===== config.mk =====
export PLATFORM = sky130hd
export DESIGN_NAME = alu_writeback
export DESIGN_NICKNAME = d
export VERILOG_FILES = /design/src/rtl/alu_writeback.sv
export SDC_FILE = /design/constraint.sdc
export NUM_CORES = 1
export LEC_CHECK = 0
export CORE_UTILIZATION = 39
export DETAILED_ROUTE_END_ITERATION = 10
export DONT_BUFFER_PORTS = 1
export PLACE_DENSITY_LB_ADDON = 0.08
export SLEW_MARGIN = 40
export SYNTH_ARGS = -nofsm -noshare
export SYNTH_HDL_FRONTEND = slang
export SYNTH_SLANG_ARGS = --single-unit
export TNS_END_PERCENT = 50

===== constraint.sdc =====
create_clock -name clk -period 2.3 [get_ports clk]
set_input_delay 0 -clock clk [delete_from_list [all_inputs] [get_ports clk]]
set_output_delay 0 -clock clk [all_outputs]
set_load 0.005 [all_outputs]

===== src/rtl/alu_writeback.sv =====
// alu_writeback: commit stage behind the 16-bit ALU of a Hack-style CPU.
// Updates A/D, issues data-memory writes with an ack handshake, evaluates
// jump conditions for the PC, and freezes on a jump-to-self (program end).
module alu_writeback #(
  parameter int WIDTH    = 16,
  parameter int PC_WIDTH = 15
) (
  input  logic                clk,
  input  logic                reset,
  input  logic                in_valid,
  output logic                in_ready,
  input  logic [WIDTH-1:0]    instr,
  input  logic [WIDTH-1:0]    alu_out,
  input  logic                zr,
  input  logic                ng,
  output logic [WIDTH-1:0]    a_reg,
  output logic [WIDTH-1:0]    d_reg,
  output logic [PC_WIDTH-1:0] pc,
  output logic [PC_WIDTH-1:0] mem_addr,
  output logic [WIDTH-1:0]    mem_wdata,
  output logic                mem_we,
  input  logic                mem_ack,
  output logic                halted
);

  localparam logic [1:0] RUN      = 2'd0;
  localparam logic [1:0] MEM_WAIT = 2'd1;
  localparam logic [1:0] HALTED   = 2'd2;

  logic [1:0]          state;
  logic                halt_pend;   // self-loop seen while a write is still outstanding
  logic                accept;
  logic                is_c;
  logic                pos;
  logic                take;
  logic                hit;
  logic [PC_WIDTH-1:0] a_lo;
  logic [PC_WIDTH-1:0] pc_inc;
  logic                unused_bits;

  assign in_ready    = (state == RUN) && !reset;
  assign accept      = in_valid && in_ready;
  assign is_c        = instr[WIDTH-1];
  assign pos         = ~zr & ~ng;
  assign take        = (instr[2] & ng) | (instr[1] & zr) | (instr[0] & pos);
  assign a_lo        = a_reg[PC_WIDTH-1:0];
  assign pc_inc      = pc + PC_WIDTH'(1);
  // Jumping to the current PC can never leave it again: that is program end.
  assign hit         = take && (a_lo == pc);
  assign unused_bits = ^instr[WIDTH-2:6];

  // Architectural state, write handshake and run/wait/halt sequencing.
  always_ff @(posedge clk) begin
    if (reset) begin
      a_reg     <= '0;
      d_reg     <= '0;
      pc        <= '0;
      mem_addr  <= '0;
      mem_wdata <= '0;
      mem_we    <= 1'b0;
      halted    <= 1'b0;
      halt_pend <= 1'b0;
      state     <= RUN;
    end else begin
      case (state)
        RUN: begin
          if (accept) begin
            if (!is_c) begin
              a_reg <= instr;
              pc    <= pc_inc;
            end else begin
              // a_lo is sampled before this edge, so A-writes do not affect the target.
              if (instr[5]) a_reg <= alu_out;
              if (instr[4]) d_reg <= alu_out;
              pc <= take ? a_lo : pc_inc;
              if (instr[3]) begin
                mem_addr  <= a_lo;
                mem_wdata <= alu_out;
                mem_we    <= 1'b1;
                halt_pend <= hit;
                state     <= MEM_WAIT;
              end else if (hit) begin
                halted <= 1'b1;
                state  <= HALTED;
              end
            end
          end
        end
        MEM_WAIT: begin
          if (mem_ack) begin
            mem_we    <= 1'b0;
            halt_pend <= 1'b0;
            if (halt_pend) begin
              halted <= 1'b1;
              state  <= HALTED;
            end else begin
              state <= RUN;
            end
          end
        end
        default: ;  // HALTED: frozen until reset
      endcase
    end
  end

endmodule


==> metrics.yaml <==
setup_viol: 0
fin_skew_ns: 0.0166
antenna_found_initial: 0
final_cells: 612
r2r_end: "mem_wdata[9]$_SDFFE_PP0P_"
vdd_drop_max_mv: 0.305
critPathSlowestCell: "dlygate4sd3_1"
drtPass1Iterations: 5
crit_type: "primary input to flip-flop"
startpoint: "reset"
drtIter0Drc: 151
fp.dieH_um: 100
worst_hold_path.endpoint: "a_reg[9]$_SDFFE_PP0P_"
dr_wl_met2_mm: 5.70
crit_path_start_kind: "primary input"
n_antenna_cell: 0
slew_violations: 0
r2r_slack_ns: 0.18
area_delta_synth_final_pct: 21.5
grt_max_degree: 42
r2r-start: "state[0]$_SDFFE_PP0P_"
routed_wl_mm: 12.0
synthFlopType: "dfxtp_1"
slew_headroom_pct: 50.4
ys_warn_count: 0
crit_chain: "dlygate4sd3_1 -> buf_16 -> nor4b_4 -> buf_4 -> nand3_1 -> buf_4 -> nand2_1 -> a21oi_1 -> dlygate4sd3_1"
overflow: 0
grt_usage_pct: 24.3
synth_seq_area_share_pct: 44.1
grt_pass1_wl_mm: 18.6
grt_pass1_vias: 3260
hold_depth: 2
p_per_area_nw_per_um2: 660
routedWlPerCell_um: 19.7
worst_pin_slew_ns: 0.741
reg2regPathDepth: 7
clockBufferDepth: 2
endpoint_kind: "flip-flop"
period_needed_ns: 2.20
slowest_delay_ns: 0.63
root_buffer: "clkbuf_8"
cts_tree: "done"
viasPerCell: 5.46
syn_area_per_cell_um2: 8.61
num_rows: 35
ys_types: 49
postRouteAntennaNets: 0
period_share_pct: 95.6
rsz0062_at_grt: "no"
insertion_delay_ns: 0.36
drive_above_1_share_pct: 11.0
hold_path.class: "primary input to flip-flop"
clock_sinks: 83
finalHoldViolCount: 0
mostFrequentLayoutCells: "dfxtp_1 (83), nand2_1 (76), a21oi_1 (43)"
start_util_pct: 40.6
status: "finished clean"
cts_made_buffers: 9
dr_wl_met3_um: 699
place_inst: 554
portBuffers: 0
syn_inst: 438
vias: 3340
routed.top_layer: "met4"
synth_edf_count: 0
cp_data_arrival_time_ns: 2.46
drc: 0
final_common_cell: "dfxtp_1"
timing.fmax_mhz: 455
die_width_um: 100
io-pin-count: 119
hpwl_mm: 7.89
post-route-util_pct: 49.3
gp_congestion: 0.830
path_clk_slew_ns: 0.10
worstPathRequired_ns: 2.56
syn_nets: 477
drv_cap: 0
die_area_um2: 10100
synthArstFlopShare_pct: 0
wl_met1_mm: 5.52
fin_setup_tns_ns: 0
fin_nets: 517
netlist_area_um2: 3770
coreArea_um2: 9280
cp_max_fo: 33
leakage_uw: 0.00182
synth_seq_cells: 83
hold_start: "instr[9]"
htreeDepth: 3
==> metal layers <==
layer | up-vias | GRT usage, %
li1 | 1641 | -
met3 | 9 | 5.99
met5 | - | 0
met2 | 101 | 38.7
met1 | 1589 | 32.9
met4 | 0 | 6.35
==> cells in the mapped netlist, drive strengths merged, types with 2 or more instances <==
cell type	n	share of area (%)
and3	5	0.83
nand3	12	1.7
nand2	76	7.6
or4	2	0.40
nor4	6	1.0
dfxtp	83	44
buf	13	2.0
o211ai	2	0.40
o21ai	12	1.6
and2	3	0.50
nor3	3	0.40
nor2	36	3.6
o32ai	2	0.46
inv	8	0.80
clkbuf	19	1.9
xor2	15	3.5
mux2i	34	9.0
a21oi	43	5.7
o221a	4	1.2
a32o	3	0.80
mux2	5	1.5
a22o	2	0.46
and4	2	0.46
o31ai	4	0.80
nand4	9	1.5
a2bb2oi	2	0.46
a211oi	16	3.2
==> kinds of logic (layout without fill, tap and decap cells) <==
kind of cell	after synthesis	in the layout	synth area share (%)
AO/OA/AOI/OAI	99	99	17.0
XOR/XNOR	15	15	3.49
adder cells (fa/ha/maj)	1	1	0.332
buffers and inverters	40	85	4.68
flip-flops	83	83	44.1
multiplexers	39	39	10.5
AND/OR/NAND/NOR	161	161	19.9
==> power breakdown <==
group	switching [uW]	internal, uW	total [uW]
sequential	57.0	1480	1540
combinational	206	168	373
clock	593	520	1110
total	855	2170	3020
==> critical path, delay by kind of cell <==
kind            cells  cell delay, ns
buf+inv             5            1.84
simple gates        3            0.52
compound gates      1            0.06
==> per-stage QoR <==
stage	total power, uW	hold slack, ns	setup slack [ns]	area [um2]
floorplan	1760	0.136	0.479	3770
global placement	1830	0.0512	0.459	3930
detailed placement	1840	0.0487	0.355	3930
CTS	3050	0.000946	0.0208	4570
global route	3140	0.0135	0.0220	4580
finish	3020	0.0155	0.101	4580
==> cell type report <==
type / instances / area, um2
multi-input combinational: 315 / 1930
sequential: 83 / 1660
inverter: 8 / 30.0
clock inverter: 7 / 87.6
timing repair buffer: 61 / 584
tap: 129 / 161
clock buffer: 9 / 124
fill: 963 / 4700
==> timing repair <==
action	CTS	global route
hold endpoints to repair	74	0
gates resized for setup	0	1
hold buffers	40	0
buffers inserted	0	2
setup endpoints to repair	0	3
==> worst max-delay path by stage <==
| stage | end | slack (ns) | cells after the start |
|---|---|---|---|
| final | mem_wdata[9]$_SDFFE_PP0P_ | 0.10 | 9 |
| after global routing | a_reg[6]$_SDFFE_PP0P_ | 0.02 | 9 |
| after CTS | mem_wdata[9]$_SDFFE_PP0P_ | 0.02 | 6 |
| after detailed placement | d_reg[9]$_SDFFE_PP0P_ | 0.35 | 4 |
| after global placement | d_reg[10]$_SDFFE_PP0P_ | 0.46 | 4 |
| after floorplan | pc[14]$_SDFFE_PP0P_ | 0.48 | 5 |
Note: power is estimated with default switching activity, not from simulation.
